==> config.mk <==
export PLATFORM = sky130hd
export DESIGN_NAME = uart_sequencer_flat
export DESIGN_NICKNAME = d
export VERILOG_FILES = /design/src/rtl/uart_pkg.sv /design/src/rtl/uart_sequencer_if.sv /design/src/rtl/rr_arbiter.sv /design/src/rtl/uart_sequencer.sv /design/src/flat_wrapper.sv
export SDC_FILE = /design/constraint.sdc
export NUM_CORES = 1
export LEC_CHECK = 0
export ABC_AREA = 1
export CORE_ASPECT_RATIO = 0.7
export CORE_MARGIN = 2
export CORE_UTILIZATION = 43
export CTS_BUF_LIST = sky130_fd_sc_hd__clkbuf_16
export DETAILED_ROUTE_END_ITERATION = 10
export PLACE_DENSITY = 0.79
export SLEW_MARGIN = 40
export SYNTH_ARGS = -nofsm -noshare
export SYNTH_HDL_FRONTEND = slang
export SYNTH_SLANG_ARGS = --single-unit
==> constraint.sdc <==
create_clock -name clk -period 1.4 [get_ports clk]
set_input_delay 0.28 -clock clk [delete_from_list [all_inputs] [get_ports clk]]
set_output_delay 0.28 -clock clk [all_outputs]
set_load 0.005 [all_outputs]
==> src/rtl/uart_pkg.sv <==
// Shared types and constants for the UART bus-master sequencer.
package uart_pkg;

    typedef enum logic [2:0] {
        IDLE,
        POLL,
        POLL_WAIT,
        RX_READ,
        RX_WAIT,
        TX_WRITE,
        GUARD
    } state_e;

    localparam logic [1:0] UART_ADDR_DATA   = 2'd0;
    localparam logic [1:0] UART_ADDR_STATUS = 2'd1;
    localparam int         STAT_TX_BUSY     = 0;
    localparam int         STAT_RX_RDY      = 1;

    // Index width that stays legal for a single requester.
    function automatic int idx_w(input int n);
        return (n > 1) ? $clog2(n) : 1;
    endfunction

endpackage

==> src/rtl/uart_sequencer_if.sv <==
// Requester streams, RX stream and UART register port of the sequencer.
interface uart_sequencer_if #(parameter int N_REQ = 2);

    logic [N_REQ-1:0]      req_valid;
    logic [N_REQ-1:0][7:0] req_data;
    logic [N_REQ-1:0]      req_ready;
    logic                  rx_valid;
    logic [7:0]            rx_data;
    logic                  rx_ready;
    logic                  rx_overrun;
    logic                  uart_cs;
    logic                  uart_rw;
    logic [1:0]            uart_addr;
    logic [7:0]            uart_wdata;
    logic [7:0]            uart_rdata;
    logic                  uart_irq;

    modport master (
        input  req_valid, req_data, rx_ready, uart_rdata, uart_irq,
        output req_ready, rx_valid, rx_data, rx_overrun,
               uart_cs, uart_rw, uart_addr, uart_wdata
    );

    modport slave (
        output req_valid, req_data, rx_ready, uart_rdata, uart_irq,
        input  req_ready, rx_valid, rx_data, rx_overrun,
               uart_cs, uart_rw, uart_addr, uart_wdata
    );

endinterface

==> src/rtl/rr_arbiter.sv <==
// Combinational round-robin pick: first asserted request at or after ptr, wrapping.
module rr_arbiter
    import uart_pkg::*;
#(
    parameter int N  = 2,
    parameter int PW = idx_w(N)
) (
    input  logic [N-1:0]  req_i,
    input  logic [PW-1:0] ptr_i,
    output logic [PW-1:0] grant_o,
    output logic          any_req_o
);

    function automatic logic [PW-1:0] rot(input logic [PW-1:0] p, input int k);
        int s;
        s = int'(p) + k;
        if (s >= N) s = s - N;
        return PW'(s);
    endfunction

    // Scan from the far end so the nearest request to ptr is the last one written.
    always_comb begin
        grant_o   = ptr_i;
        any_req_o = 1'b0;
        for (int k = N - 1; k >= 0; k--) begin
            if (req_i[rot(ptr_i, k)]) begin
                grant_o   = rot(ptr_i, k);
                any_req_o = 1'b1;
            end
        end
    end

endmodule

==> src/rtl/uart_sequencer.sv <==
// Polls the UART status register, drains RX into a stream and round-robins TX
// bytes from N_REQ requesters onto the UART data register.
module uart_sequencer
    import uart_pkg::*;
#(
    parameter int N_REQ        = 2,
    parameter int GUARD_CYCLES = 8
) (
    input  logic              clk,
    input  logic              rst,
    uart_sequencer_if.master  bus
);

    localparam int             PW         = idx_w(N_REQ);
    localparam int             CW         = $clog2(GUARD_CYCLES + 1);
    localparam logic [CW-1:0]  GUARD_LOAD = CW'(GUARD_CYCLES - 1);

    state_e             state_q, state_d;
    logic [PW-1:0]      ptr_q, ptr_d;
    logic [PW-1:0]      grant_q, grant_d;
    logic [CW-1:0]      gcnt_q, gcnt_d;
    logic               cs_q, cs_d;
    logic               rw_q, rw_d;
    logic [1:0]         addr_q, addr_d;
    logic [7:0]         wdata_q, wdata_d;
    logic [N_REQ-1:0]   req_ready_q, req_ready_d;
    logic               rx_valid_q, rx_valid_d;
    logic [7:0]         rx_data_q, rx_data_d;
    logic               overrun_q, overrun_d;

    logic [PW-1:0]      arb_grant;
    logic               arb_any;

    rr_arbiter #(.N(N_REQ), .PW(PW)) u_arb (
        .req_i     (bus.req_valid),
        .ptr_i     (ptr_q),
        .grant_o   (arb_grant),
        .any_req_o (arb_any)
    );

    always_comb begin
        state_d    = state_q;
        ptr_d      = ptr_q;
        grant_d    = grant_q;
        gcnt_d     = gcnt_q;
        wdata_d    = wdata_q;
        rx_valid_d = rx_valid_q;
        rx_data_d  = rx_data_q;
        overrun_d  = overrun_q;

        if (rx_valid_q && bus.rx_ready) rx_valid_d = 1'b0;

        case (state_q)
            IDLE: if ((|bus.req_valid) || bus.uart_irq) state_d = POLL;
            POLL: state_d = POLL_WAIT;
            POLL_WAIT: begin
                grant_d = arb_grant;
                state_d = IDLE;
                // RX drains first; an already-full RX stream marks overrun and lets TX try.
                if (bus.uart_rdata[STAT_RX_RDY] && !rx_valid_q) begin
                    state_d = RX_READ;
                end else begin
                    if (bus.uart_rdata[STAT_RX_RDY]) overrun_d = 1'b1;
                    if (!bus.uart_rdata[STAT_TX_BUSY] && arb_any) begin
                        state_d = TX_WRITE;
                        wdata_d = bus.req_data[arb_grant];
                    end
                end
            end
            RX_READ: state_d = RX_WAIT;
            RX_WAIT: begin
                rx_data_d  = bus.uart_rdata;
                rx_valid_d = 1'b1;
                state_d    = IDLE;
            end
            TX_WRITE: begin
                ptr_d   = (int'(grant_q) == N_REQ - 1) ? '0 : grant_q + 1'b1;
                gcnt_d  = GUARD_LOAD;
                state_d = GUARD;
            end
            GUARD: begin
                if (gcnt_q == '0) state_d = IDLE;
                else              gcnt_d  = gcnt_q - 1'b1;
            end
            default: state_d = IDLE;
        endcase

        // Bus outputs are registered, so they follow the state being entered.
        cs_d        = (state_d == POLL) || (state_d == RX_READ) || (state_d == TX_WRITE);
        rw_d        = (state_d != TX_WRITE);
        addr_d      = (state_d == POLL) ? UART_ADDR_STATUS : UART_ADDR_DATA;
        req_ready_d = '0;
        if (state_d == TX_WRITE) req_ready_d[grant_d] = 1'b1;
    end

    always_ff @(posedge clk) begin
        if (rst) begin
            state_q     <= IDLE;
            ptr_q       <= '0;
            grant_q     <= '0;
            gcnt_q      <= '0;
            cs_q        <= 1'b0;
            rw_q        <= 1'b1;
            addr_q      <= UART_ADDR_DATA;
            wdata_q     <= '0;
            req_ready_q <= '0;
            rx_valid_q  <= 1'b0;
            rx_data_q   <= '0;
            overrun_q   <= 1'b0;
        end else begin
            state_q     <= state_d;
            ptr_q       <= ptr_d;
            grant_q     <= grant_d;
            gcnt_q      <= gcnt_d;
            cs_q        <= cs_d;
            rw_q        <= rw_d;
            addr_q      <= addr_d;
            wdata_q     <= wdata_d;
            req_ready_q <= req_ready_d;
            rx_valid_q  <= rx_valid_d;
            rx_data_q   <= rx_data_d;
            overrun_q   <= overrun_d;
        end
    end

    assign bus.uart_cs    = cs_q;
    assign bus.uart_rw    = rw_q;
    assign bus.uart_addr  = addr_q;
    assign bus.uart_wdata = wdata_q;
    assign bus.req_ready  = req_ready_q;
    assign bus.rx_valid   = rx_valid_q;
    assign bus.rx_data    = rx_data_q;
    assign bus.rx_overrun = overrun_q;

endmodule

==> src/flat_wrapper.sv <==
// flat-port wrapper written by rule: the top's interface ports become plain ports
module uart_sequencer_flat import uart_pkg::*;
#(
    parameter int N_REQ        = 2,
    parameter int GUARD_CYCLES = 8
)
  (clk, rst, bus_req_valid, bus_req_data, bus_rx_ready, bus_uart_rdata, bus_uart_irq, bus_req_ready, bus_rx_valid, bus_rx_data, bus_rx_overrun, bus_uart_cs, bus_uart_rw, bus_uart_addr, bus_uart_wdata);
  uart_sequencer_if #(.N_REQ(N_REQ)) bus_i ();
  input  logic clk;
  input  logic rst;
  input wire logic [$bits(bus_i.req_valid)-1:0] bus_req_valid;
  input wire logic [$bits(bus_i.req_data)-1:0] bus_req_data;
  input wire logic [$bits(bus_i.rx_ready)-1:0] bus_rx_ready;
  input wire logic [$bits(bus_i.uart_rdata)-1:0] bus_uart_rdata;
  input wire logic [$bits(bus_i.uart_irq)-1:0] bus_uart_irq;
  output wire logic [$bits(bus_i.req_ready)-1:0] bus_req_ready;
  output wire logic [$bits(bus_i.rx_valid)-1:0] bus_rx_valid;
  output wire logic [$bits(bus_i.rx_data)-1:0] bus_rx_data;
  output wire logic [$bits(bus_i.rx_overrun)-1:0] bus_rx_overrun;
  output wire logic [$bits(bus_i.uart_cs)-1:0] bus_uart_cs;
  output wire logic [$bits(bus_i.uart_rw)-1:0] bus_uart_rw;
  output wire logic [$bits(bus_i.uart_addr)-1:0] bus_uart_addr;
  output wire logic [$bits(bus_i.uart_wdata)-1:0] bus_uart_wdata;
  assign bus_i.req_valid = bus_req_valid;
  assign bus_i.req_data = bus_req_data;
  assign bus_i.rx_ready = bus_rx_ready;
  assign bus_i.uart_rdata = bus_uart_rdata;
  assign bus_i.uart_irq = bus_uart_irq;
  assign bus_req_ready = bus_i.req_ready;
  assign bus_rx_valid = bus_i.rx_valid;
  assign bus_rx_data = bus_i.rx_data;
  assign bus_rx_overrun = bus_i.rx_overrun;
  assign bus_uart_cs = bus_i.uart_cs;
  assign bus_uart_rw = bus_i.uart_rw;
  assign bus_uart_addr = bus_i.uart_addr;
  assign bus_uart_wdata = bus_i.uart_wdata;
  uart_sequencer #(.N_REQ(N_REQ), .GUARD_CYCLES(GUARD_CYCLES)) u_core (.clk(clk), .rst(rst), .bus(bus_i));
endmodule
# After elaboration in Yosys (flattened, before gate mapping)
# Index checks and enable logic that the tools add are counted.
# totals
reg_bits	33
in_bits	30
output_inout_bits	24
# classes
addsub	5
magnitude_cmp	7
eq_ne	11
muxes	26
bitwise_logic	2
reduce_logical	18
# op_table
op	count
one-hot mux 3 bit (6 select lines)	1
2-to-1 mux 1 bit	16
2-to-1 mux 8 bit	2
== test 3 bit (second input constant)	4
2-to-1 mux 3 bit	4
== test 3 x 2 -> 1 bit (second input constant)	3
< comparator 1 x 2 -> 1 bit (second input constant)	4
one-hot mux 4 bit (2 select lines)	1
== test 3 x 1 -> 1 bit (second input constant)	2
AND reduction 3 bit	2
logical AND 1 bit	4
zero test 4 bit	1
2-to-1 mux 4 bit	1
nonzero test 2 bit	2
OR reduction 2 bit	2
subtractor 4 x 1 -> 4 bit (second input constant)	1
zero test 3 bit	1
logical OR 1 bit	3
inequality test 3 bit (second input constant)	1
adder 1 x 1 -> 2 bit (second input constant)	1
>= comparator 1 x 2 -> 1 bit (second input constant)	1
>= comparator 2 bit (second input constant)	1
zero test 1 bit	2
inequality test 2 bit (second input constant)	1
6 further kinds	8

# Longest topological paths before layout
# Gate-level depths: netlist of run 1.
# depth
depth_word	14
depth_mapped	8

# Hierarchy
# Synthesis of run 1 repeated with hierarchy kept, for this count alone.
# hier_totals
cells_unflattened	187
hier_area_um2	1341.3
# modules_own_cells
module	instances	cells_each	area_each_um2	seq_area_each_um2
uart_sequencer	1	183	1322.5	640.6
rr_arbiter	1	4	18.8	0.0

# Least setup slack after synthesis of run 1
# Ideal clock, no wire load.
# synth_path
kind	reg-to-reg
from	register u_core.gcnt_q[0]
to	register u_core.gcnt_q[2]
setup_time_ps	71
t_arrival_ps	1078
t_required_ps	1329
path_slack_ps	252
stages_incl_launch_ff	7
path_buffers	0
path_cell_list	dfxtp_1 -> inv_1 -> ha_1 -> or2_2 -> nand3_1 -> nand2_1 -> a21oi_1
# synth_between
elab_chain_len	3
elab_cells_between_ends	6
cone_classes	add/sub (1); eq/ne (1); mux (2); reduce/logical (2)
# synth_rtl
element	line_no	rtl
start, declared	uart_sequencer.sv:21	logic [CW-1:0] gcnt_q, gcnt_d;
start signal, assigned	uart_sequencer.sv:114	gcnt_q <= gcnt_d;
subtractor 4 x 1 -> 4 bit / zero test 4 bit (equally long branches)	uart_sequencer.sv:83, uart_sequencer.sv:82	
2-to-1 mux 4 bit / inequality test 2 bit (equally long branches)	n/a	
one-hot mux 4 bit (2 select lines) / AND reduction 2 bit (equally long branches)	n/a	
# Parallel ways exist; a longest one is shown, timed or not. The select of a mux whose other input is x is not followed.
# A chain may end at the register's enable or synchronous reset.

# Worst setup path in the final report of run 1
# layout_path
from	register u_core.rx_data_q[6], in the netlist u_core.bus.rx_data[6]
to	output port bus_rx_data[6]
# layout_rtl
element	line_no	rtl
start, declared	uart_sequencer.sv:28	logic [7:0] rx_data_q, rx_data_d;
start signal, assigned	uart_sequencer.sv:121	rx_data_q <= rx_data_d;
end, declared	flat_wrapper.sv:18	output wire logic [$bits(bus_i.rx_data)-1:0] bus_rx_data;
# No word-level cell between the ends.

==> results.md, run 1 <==
Die:
- The starting density of the core is 44.7%.
- The floorplan step defined a die boundary enclosing 3730 um^2.
- The placement row count is 17.
- The area of the placeable core is 3130 um^2.
- The height of the die is 51.7 um.
- Pin placement for this block handled 54 I/O pins.
- The die is 72.1 um wide.

STA:
- In the post-route analysis, the smallest setup slack over all paths is 0.0251 ns.
- The number of endpoints failing setup at the final stage is 0.
- The number of max-slew violations in the final report is 0.
- The final cycle utilization of the critical path is between 90% and 100%.
- Counting I/O delays and the setup requirement, the final critical path takes ~1.4 ns.
- The clock skew is 0.00411 ns.
- The count of endpoints failing hold in the final timing report was 0.
- Setup repair after global routing left no endpoint under its margin.
- Final hold analysis gives a worst-case slack of 0.463 ns.
- The highest clock frequency the design can meet is 727 MHz.

Cells and area:
- Excluding fillers, the count of instances in the completed layout stands at 289.
- The synthesis-to-layout area growth is 57.8%.
- Fill cells in the final layout number roughly 250.
- Summing all multi-input logic gate instances after layout gives 679 um^2.
- The area used by sequential logic in the layout is 642 um^2.
- The final design instance area without fill is between 2000 and 2500 um^2.
- The final layout net count is 281.
- 0 antenna diodes ended up in the layout.
- The fraction of layout cells with a size suffix above 1 is 14.3%.

Setup path:
- The worst stage delay on the critical path is around 0.5 ns.
- The worst endpoint required time is around 1.1 ns.
- The worst setup path is launched from a flop.
- Among cell families on the critical path, the largest total delay comes from buffers and inverters.
- Across all register-to-register paths, the minimum setup slack is between 0.1 and 0.15 ns.
- The critical-path maximum fanout is 2.
- The end of the worst register-to-register path is u_core.gcnt_q[2].
- For the worst flop-to-flop path, the logic depth is 6.
- Traced cell by cell, the critical path runs through clkdlybuf4s50_1.
- The count of buffer and inverter cells on the critical path is 1.
- The largest individual stage delay along the critical path comes from the cell sky130_fd_sc_hd__clkdlybuf4s50_1.
- STA classifies the critical path endpoint as a primary output.
- Data arrives at the worst endpoint at 1.09 ns.
- The kind of critical path is reg -> out.
- The startpoint identified for the worst register-to-register timing path is u_core.gcnt_q[0].

Drt:
- The post-route antenna net violation count is 0.
- In the detailed route, the total length drawn on met2 is around 1600 um.
- The routed wirelength normalized by instance count is ~12 um.
- The first detailed-routing pass took 4 iterations.
- The routed design uses 188 um of met3 wire.
- For this block, the routed nets add up to roughly 3600 um of wire.
- The sum of routed wire segments on met1 is roughly 1700 um.
- After the first detailed-routing iteration, the DRC count stood at 57.
- The detailed router used layers up to and including met4.
- Dividing the detail-routed via count by the number of cells gives 4.91.
- After detailed routing, the number of remaining DRC violations is 0.
- The number of vias after detailed routing is ~1,400.

Clock network:
- CTS saw 32 sinks.
- The clock buffer count from CTS is 5.
- The cell at the root of the clock tree is sky130_fd_sc_hd__clkbuf_16.
- Hold repair after CTS inserted 0 buffers.
- The clock passes through at most 2 buffers.
- The clock-pin slew of the registers on the worst-case setup and hold paths is 0.05 ns.
- The H-tree was split into 2 levels.
- The TritonCTS clock tree is built.
- In this run the post-CTS setup repair buffer count came out at 0.
- The later pin in the worst-skew pair is clocked with a latency of roughly 0.28 ns.

Logic synthesis:
- The proportion of synthesized chip area in sequential cells is 45.9%.
- By area the synthesized netlist is led by sky130_fd_sc_hd__dfxtp_1, sky130_fd_sc_hd__nand2_1, sky130_fd_sc_hd__nor2_1.
- The share of the synthesized area in the top cell type is 45.9%.
- In the synthesized netlist the async set-or-reset flop fraction comes to 0%.
- The post-synthesis net count is 220.
- Of the total synthesized cell area, the portion taken by XOR and XNOR cells is 0%.
- Measured against the total synthesized area, the mux share comes to 0%.
- The synthesized netlist devotes between 30% and 40% of its cell area to simple gates.
- The synthesized netlist devotes less than 1% of its cell area to adder and majority cells.
- In the synthesized netlist, the number of instances is 189.
- The number of distinct standard cells referenced by the synthesized netlist is 25.
- The synthesized netlist devotes a little under an eighth of its cell area to compound gates.
- Yosys printed 0 warnings.
- In this run, synthesis inferred 0 flip-flops with an integrated enable.
- The largest total area in the synthesized netlist belongs to sky130_fd_sc_hd__dfxtp_1.
- By area, the combinational part of the netlist is dominated by simple AND/OR/NAND/NOR gates.
- The number of synthesized register bits is 32.
- The average instance area after synthesis is 7.39 um^2.
- In the synthesized netlist the dominant register cell turns out to be sky130_fd_sc_hd__dfxtp_1.
- The cell area after technology mapping is 1400 um^2.

Power:
- Power spread over the standard cell area amounts to 1170 nW/um^2.
- The maximum resistive drop on vdd is between 0.0006 and 0.0007 V.
- The leakage power of the design is between 0.001 and 0.0015 uW.

GRT:
- For this run, the total global-route usage over all layers was measured as between 20% and 30%.
- The number of global-route vias before repair came to 1,203.
- The number of antenna violations at the first check in global routing is 0.
- The first global-routing pass estimated between 5000 and 6000 um of wire.
- Summed over all layers, the global routing overflow is 0.
- The pin count of the biggest net entering global routing is 14.

Place:
- Timing analysis after detailed placement gives a worst setup slack of -0.220 ns.
- The placer congestion estimate is ~0.78.
- The wire-length estimate of the detail-placed layout is around 2400 um.
- The count of buffers added on input and output ports is 52.
- Counting tap cells, the placed design contains a total of 281 instances.
- In this run the cell area measured after placement is slightly below 2000 um^2.

Hold path:
- The worst hold path begins at u_core.bus.uart_wdata[0].
- The path with the worst hold slack has its endpoint at u_core.bus.uart_wdata[0].
- The worst hold path depth is 2.
- The tightest min-delay check is of the reg -> reg type.

Run status:
- The flow ran to the end, and the final reports show no timing, DRC or antenna violations.

Run:
- The number of maximum-capacitance violations is 0.
[layer usage]
layer	global-route usage, %	vias to the layer above
met5	0	-
met4	6.60	0
met3	7.56	7
met2	30.7	29
met1	26.3	658
li1	-	726
[metrics by stage]
stage | total power [uW] | util [%] | TNS, ns
final | 2570 | 70.5 | 0
after floorplan | 1190 | - | 0
after detailed placement | 1380 | 63.6 | -2.75
after CTS | 2580 | 68.9 | 0
after global routing | 2670 | 70.5 | 0
after global placement | 1380 | 63.6 | -2.32
[cells in the mapped netlist, types with 2 or more instances]
cell                        n
sky130_fd_sc_hd__clkbuf_1   2
sky130_fd_sc_hd__nand2_2    6
sky130_fd_sc_hd__dfxtp_1   32
sky130_fd_sc_hd__or2_2      2
sky130_fd_sc_hd__nor2_1    30
sky130_fd_sc_hd__nand2_1   42
sky130_fd_sc_hd__o21ai_2    2
sky130_fd_sc_hd__inv_1     12
sky130_fd_sc_hd__nand3_4    2
sky130_fd_sc_hd__nand3_1   15
sky130_fd_sc_hd__nor3_1     2
sky130_fd_sc_hd__a21oi_1   17
sky130_fd_sc_hd__o21ai_0    9
sky130_fd_sc_hd__inv_2      5
[final cells by class]
| class | count | share of cell area, % |
|---|---|---|
| Multi-Input combinational cell | 136 | 30.8 |
| Tap cell | 38 | 2.16 |
| Clock inverter | 3 | 1.76 |
| Inverter | 17 | 2.90 |
| Sequential cell | 32 | 29.1 |
| Clock buffer | 5 | 5.68 |
| Timing Repair Buffer | 58 | 27.5 |
[placed cells by master, fill, tap and decap left out, drive strengths merged]
cell           count
nor2              33
clkdlybuf4s50     34
nand2             49
nor3               2
bufinv             1
clkinv             1
clkbuf             5
a31oi              1
o31ai              1
ha                 1
dfxtp             32
inv               18
nand3             17
conb               1
o21ai             12
or2                2
dlymetal6s2s      17
a21oi             17
dlygate4sd2        1
buf                6
[power by group]
group / switching, uW / internal (uW)
sequential: 34.2 / 957
clock: 374 / 828
combinational: 181 / 200
[flip-flops by register name, summed over array words and instances, names as in the netlist, 2 cells and up]
signal,count
u_core.bus.uart_wdata,8
u_core.gcnt_q,4
u_core.bus.rx_data,8
u_core.bus.req_ready,2
u_core.state_q,3
[cells by family (layout without fill, tap and decap cells)]
logic type      Yosys count  after routing
simple gates            103            103
other cells               1              1
compound gates           31             31
buf+inv                  21             83
fa+ha+maj                 1              1
flops                    32             32
[what timing repair did]
item                       4_1_cts  5_1_grt
setup endpoints to repair        2       29
resized for setup                2       19
pin swaps                        0        1
[how the worst max path moves through the flow]
stage / from / cells after the start / endpoint
floorplan: u_core.gcnt_q[0] / 6 / u_core.gcnt_q[2]
global placement: bus_uart_rdata[1] / 7 / u_core.state_q[2]
detailed placement: bus_uart_rdata[1] / 7 / u_core.state_q[2]
CTS: u_core.bus.uart_wdata[3] / 1 / bus_uart_wdata[3]
global route: u_core.bus.rx_data[6] / 1 / bus_rx_data[6]
finish: u_core.bus.rx_data[6] / 1 / bus_rx_data[6]
No activity file was read; power rests on OpenSTA's default activity.
==> run 2, diff against run 1 <==
CORE_UTILIZATION = 30   (was 43)
PLACE_DENSITY = not set   (was 0.79)
==> run 2 against run 1 <==
  * Total power down 8.5%
  * Sequential power hardly changed
  * Register-to-register slack better by 0.06 ns
  * Die area rose by 40%
  * Core utilization fell by 21 points
  * Worst hold slack improved by 0.0021 ns
  * Combinational power is 3% lower
  * Highest routed layer unchanged
==> results.md, run 2 (same netlist as run 1, synthesis figures left out) <==
Power:
- The total power per unit cell area is 1080 nW/um^2 (was 1170 nW/um^2).
- The fraction of power spent switching nets was 24.0% (was 22.9%).
- The total design power is 2360 uW (was 2570 uW).
- The sequential cell fraction of total power is 42.0% (was 38.5%).
- The internal power consumption is 1790 uW (was 1980 uW).
- The maximum resistive drop on vdd is 0.000567 V (was 0.000660 V).
- The part of the power in the clock network is 42.3% (was 46.7%).
- The leakage power of the design is 0.00113 uW (was 0.00119 uW).
- The reported net switching power came to 566 uW (was 590 uW).
- The proportion of power drawn by combinational gates is 15.7% (was 14.8%).

Drt:
- The number of detailed-routing iterations run before antenna repair is 4 (unchanged).
- The routed wirelength normalized by instance count was 11.3 um (was 12.5 um).
- The detail-routed via count per cell is 4.47 (was 4.91).
- The number of vias after detailed routing is 1,364 (was 1,420).
- The post-route antenna net violation count was 0 (unchanged).
- The detailed-route DRC error count is 0 (unchanged).
- The overall routed net length is 3440 um (was 3600 um).
- The number of DRC violations after detailed-routing iteration 0 came to 28 (was 57).

Clock network:
- The post-CTS setup buffer count was 0 (unchanged).
- The total number of clock tree sinks was 32 (unchanged).
- The cell at the root of the clock tree is sky130_fd_sc_hd__clkbuf_16 (unchanged).
- The insertion delay to the later sink of the worst-skew pair is 0.27 ns (was 0.28 ns).
- The deepest level of the CTS H-tree is 2 (unchanged).
- The maximum root-to-sink buffer count came to 2 (unchanged).
- The clock buffer count from CTS is 5 (unchanged).
- The TritonCTS clock tree was built (unchanged).
- The clock-pin slew of the registers on the worst-case setup and hold paths is 0.05 ns (about the same).
- The hold-fix buffer count after cts is 0 (unchanged).

Hold path:
- The beginning of the worst hold path is u_core.bus.uart_wdata[3] (was u_core.bus.uart_wdata[0]).
- The endpoint of the worst hold-timing path is u_core.bus.uart_wdata[3] (was u_core.bus.uart_wdata[0]).
- The class of the tightest hold or removal check is reg -> reg (unchanged).
- The worst hold path depth was 2 (unchanged).

Setup path:
- The sort of element at the end of the critical path is a primary output (unchanged).
- The count of cells along the worst register-to-register path is 6 (unchanged).
- The worst endpoint required time is 1.12 ns (about the same).
- The arrival time at the worst endpoint is 1.10 ns (was 1.09 ns).
- The critical-path maximum fanout was 2 (unchanged).
- The kind of critical path is reg -> out (unchanged).
- The end of the worst register-to-register path is u_core.gcnt_q[2] (unchanged).
- The kind of cell adding the most delay to the critical path is buffers and inverters (unchanged).
- The beginning of the worst register-to-register path was u_core.gcnt_q[0] (unchanged).
- The count of buffer and inverter cells on the critical path came to 1 (unchanged).
- The setup slack on the worst flop-to-flop path was 0.18 ns (was 0.12 ns).
- The element type at the critical path start is a flop (unchanged).
- List of cells traversed by the critical path: clkdlybuf4s50_1 (unchanged).
- The slowest stage cell on the critical path is sky130_fd_sc_hd__clkdlybuf4s50_1 (unchanged).
- The worst stage delay on the critical path is 0.50 ns (was 0.49 ns).

Cells and area:
- Commonest cells after routing, fill and taps aside: sky130_fd_sc_hd__nand2_1, sky130_fd_sc_hd__clkdlybuf4s50_1, sky130_fd_sc_hd__dfxtp_1, sky130_fd_sc_hd__nor2_1, sky130_fd_sc_hd__a21oi_1 (was sky130_fd_sc_hd__nand2_1, sky130_fd_sc_hd__clkdlybuf4s50_1, sky130_fd_sc_hd__dfxtp_1, sky130_fd_sc_hd__nor2_1).
- The final layout net count is 281 (unchanged).
- The fill cell total of the finished layout is 438 (was 252).
- The number of standard cells in the final layout excluding fillers is 305 (was 289).
- The fraction of layout cells with a size suffix above 1 was 13.6% (was 14.3%).
- The antenna diode count is 0 (unchanged).
- The leading cell type in the layout, fill and taps excluded is sky130_fd_sc_hd__nand2_1 (unchanged).
- The synthesis-to-layout area growth is 55.8% (was 57.8%).

Run status:
- Status: completed (unchanged).

Die:
- The placement row count is 20 (was 17).
- The area of the placeable core is 4400 um^2 (was 3130 um^2).
- The starting density of the core is 31.7% (was 44.7%).
- The floorplan die area came to 5220 um^2 (was 3730 um^2).
- The height of the die was 61.1 um (was 51.7 um).
- The die boundary width is 85.5 um (was 72.1 um).
- The number of placed I/O pins was 54 (unchanged).

STA:
- The highest clock frequency the design can meet is 725 MHz (was 727 MHz).
- The count of endpoints failing hold in the final timing report is 0 (unchanged).
- Unrepaired setup endpoints after global routing: no (unchanged).
- The final cycle utilization of the critical path was 98.5% (was 98.2%).
- The aggregate negative setup slack is 0 ns (unchanged).
- The shortest clock period the worst path allows after layout came to 1.38 ns (was 1.37 ns).
- The number of endpoints failing setup at the final stage came to 0 (unchanged).
- The clock skew came to 0.00389 ns (was 0.00411 ns).
- The number of max-slew violations in the final report is 0 (unchanged).
- The worst hold margin is 0.465 ns (was 0.463 ns).

GRT:
- The global-route wire length before repair was 5490 um (was 5580 um).
- The global route total overflow is 0 (unchanged).
- The number of global-route vias before repair is 1,224 (was 1,203).
- The pin count of the biggest net entering global routing is 18 (was 14).
- The number of antenna violations at the first check in global routing came to 0 (unchanged).
- The global routing usage summed across all routing layers is 13.9% (was 20.2%).

Place:
- The post-detailed-placement half-perimeter wirelength is 2530 um (was 2440 um).
- The count of input and output buffers is 52 (unchanged).
- The cell count after placement is 298 (was 281).
- The placer congestion estimate is 0.705 (was 0.779).

Run:
- The number of maximum-capacitance violations came to 0 (unchanged).
[run 2: changes by cell type in the layout (fill, tap and decap cells not counted), sizes merged]
cell	delta
bufinv	-1
dlymetal6s2s	-3
dlygate4sd2	+3
[run 2: layout make-up]
class,count,area (um^2),share of cell area [%]
sequential,32,642,29.5
tap,55,68.8,3.16
inverter,17,63.8,2.93
multi-input combinational,136,672,30.9
clock buffer,5,125,5.75
timing repair buffer,58,596,27.4
clock inverter,2,8.76,0.403
[run 2: timing repair]
item,4_1_cts,5_1_grt
pin swaps,0,1
endpoints found under the setup margin,4,15
hold endpoints to repair,0,0
gates resized for setup,5,14
[run 2: worst max path at each step]
stage / from / endpoint / slack (ns) / depth (start not counted)
final: u_core.bus.rx_data[5] / bus_rx_data[5] / 0.02 / 1
after global routing: u_core.bus.rx_data[5] / bus_rx_data[5] / 0.0002 / 1
after CTS: u_core.bus.uart_wdata[1] / bus_uart_wdata[1] / 0.002 / 1
after detailed placement: bus_uart_rdata[1] / u_core.state_q[2] / -0.19 / 7
after global placement: bus_req_valid[1] / u_core.bus.uart_wdata[7] / -0.19 / 7
after floorplan: u_core.gcnt_q[0] / u_core.gcnt_q[2] / 0.25 / 6
[run 2: worst min-delay path: stages, from the launching register on]
cell,delay [ns]
sky130_fd_sc_hd__dfxtp_1,0.31
sky130_fd_sc_hd__nand2_1,0.06
sky130_fd_sc_hd__a21oi_1,0.05
[run 2: stage by stage]
step	util [%]	setup slack, ns	area, um^2
global placement	45.7	-0.188	2010
detailed placement	45.7	-0.193	2010
global route	49.4	0.000157	2180
finish	49.4	0.0210	2180
floorplan	-	0.252	1400
CTS	48.6	0.00178	2140
[run 2: power groups by stage]
stage / Clock, uW / Combinational [uW] / Sequential [uW]
after floorplan: 0 / 182 / 1010
after global routing: 1050 / 409 / 995
after CTS: 1010 / 377 / 990
final: 996 / 369 / 989
after detailed placement: 0 / 377 / 1010
after global placement: 0 / 377 / 1010
[run 2: per-layer routing]
metal	track usage, %	part of all wire (%)	wire, um	vias to the layer above
met5	0	0	0	-
met4	8.16	1.6	55	0
met3	3.89	4.7	161	6
met2	20.4	41	1430	31
met1	18.6	52	1800	603
li1	-	-	-	724
==> edit, RTL diff (config.mk and constraints of run 2) <==
The 7 states of `state_e` get a one-hot encoding in 7 bits.
--- a/src/rtl/uart_pkg.sv
+++ b/src/rtl/uart_pkg.sv
@@ -2,12 +2,12 @@
 package uart_pkg;
 
-    typedef enum logic [2:0] {
-        IDLE,
-        POLL,
-        POLL_WAIT,
-        RX_READ,
-        RX_WAIT,
-        TX_WRITE,
-        GUARD
+    typedef enum logic [6:0] {
+        IDLE      = 7'b0000001,
+        POLL      = 7'b0000010,
+        POLL_WAIT = 7'b0000100,
+        RX_READ   = 7'b0001000,
+        RX_WAIT   = 7'b0010000,
+        TX_WRITE  = 7'b0100000,
+        GUARD     = 7'b1000000
     } state_e;
 
Function: same outputs for any inputs over 10 cycles, from zero or initial values and one cycle with rst high; not proved beyond that.
==> edit against run 2 <==
- worst setup slack about the same
- worst hold slack got worse by 0.020 ns
- fmax about the same
- register-to-register slack got worse by 0.09 ns
- core utilization decreased by 1.4 points
- power increased by 1.8%
- final area increased by 18%
- sequential cell count increased by 4
- synthesized area increased by 22%
- routed wire length increased by 22%
- largest cell class unchanged
==> edit: results (changes against run 2) <==
Power and ir drop
  • Power, Total: 2.398 mW (+1.8%)
  • Internal: 1.842 mW (+2.9%)
  • Maximum VDD drop: 0.0004868 V (-14%)
  • Sequential Power Share: 44.4% (+2.4 points)

Synth
  • Synthesized Nets: 280 (+27%)
  • Synth top area cells: dfxtp_1, nand2_1, nor2_1, inv_1, nand3_1

Layout
  • Clock-cell share: 5.320% (-0.83 points)
  • Multi-In Gates: 175 (+29%)
  • Finished Layout Cells: 391 (+28%)
  • Nonclk buf count: 67 (+16%)
  • Inverter count: 33 (+16)
  • Nets: 349 (+24%)
  • Area of the multi-input gates: 842.1 um^2 (+25%)
  • Filler cells: 540 (+23%)

Route
  • Vias/cell: 4.317 (-3.5%)
  • DRT Wirelength: 4187 um (+22%)
  • Iter 0 DRT Violations: 55 (+96%)

Status
  • Outcome: completed

Placement
  • Placed cell area: 2382 um^2 (+18%)
  • RePlAce Congestion: 0.8335 (+18%)
  • Dpl hpwl: 3098 um (+23%)
  • Dpl cells: 382 (+28%)

Global route
  • First-pass GRT wire length: 6541 um (+19%)
  • GRT Total Usage: 13.39% (-0.53 points)
  • Largest net degree at the start of global routing: 20 (+2)

Floorplanning
  • Tap cells: 72 (+31%)
## edit: cell types whose count changed after synthesis, sizes merged, moves of 2 or more
cell / change
nand2: +25
buf: +2
o21ai: -8
dfxtp: +4
nand4: +2
inv: +16
or2: -2
nand3: +3
nor2: +16
nor3: +3
## edit: worst paths after layout
path | from | end | slack (ns) | cells after the start
worst min-delay path | u_core.bus.rx_overrun | u_core.bus.rx_overrun | 0.45 | 2
worst max register to register | u_core.state_q[5] | u_core.bus.uart_cs | 0.09 | 6
worst max-delay path | u_core.bus.rx_data[6] | bus_rx_data[6] | 0.02 | 1
worst min register to register | u_core.bus.rx_overrun | u_core.bus.rx_overrun | 0.45 | 2
## edit: per-layer routing
layer	GRT usage (%)	wire length, um	vias up
met3	3.394	219	7
met4	5.435	61	0
met5	0	0	-
met2	19.38	1811	35
met1	18.83	2094	743
li1	-	-	903
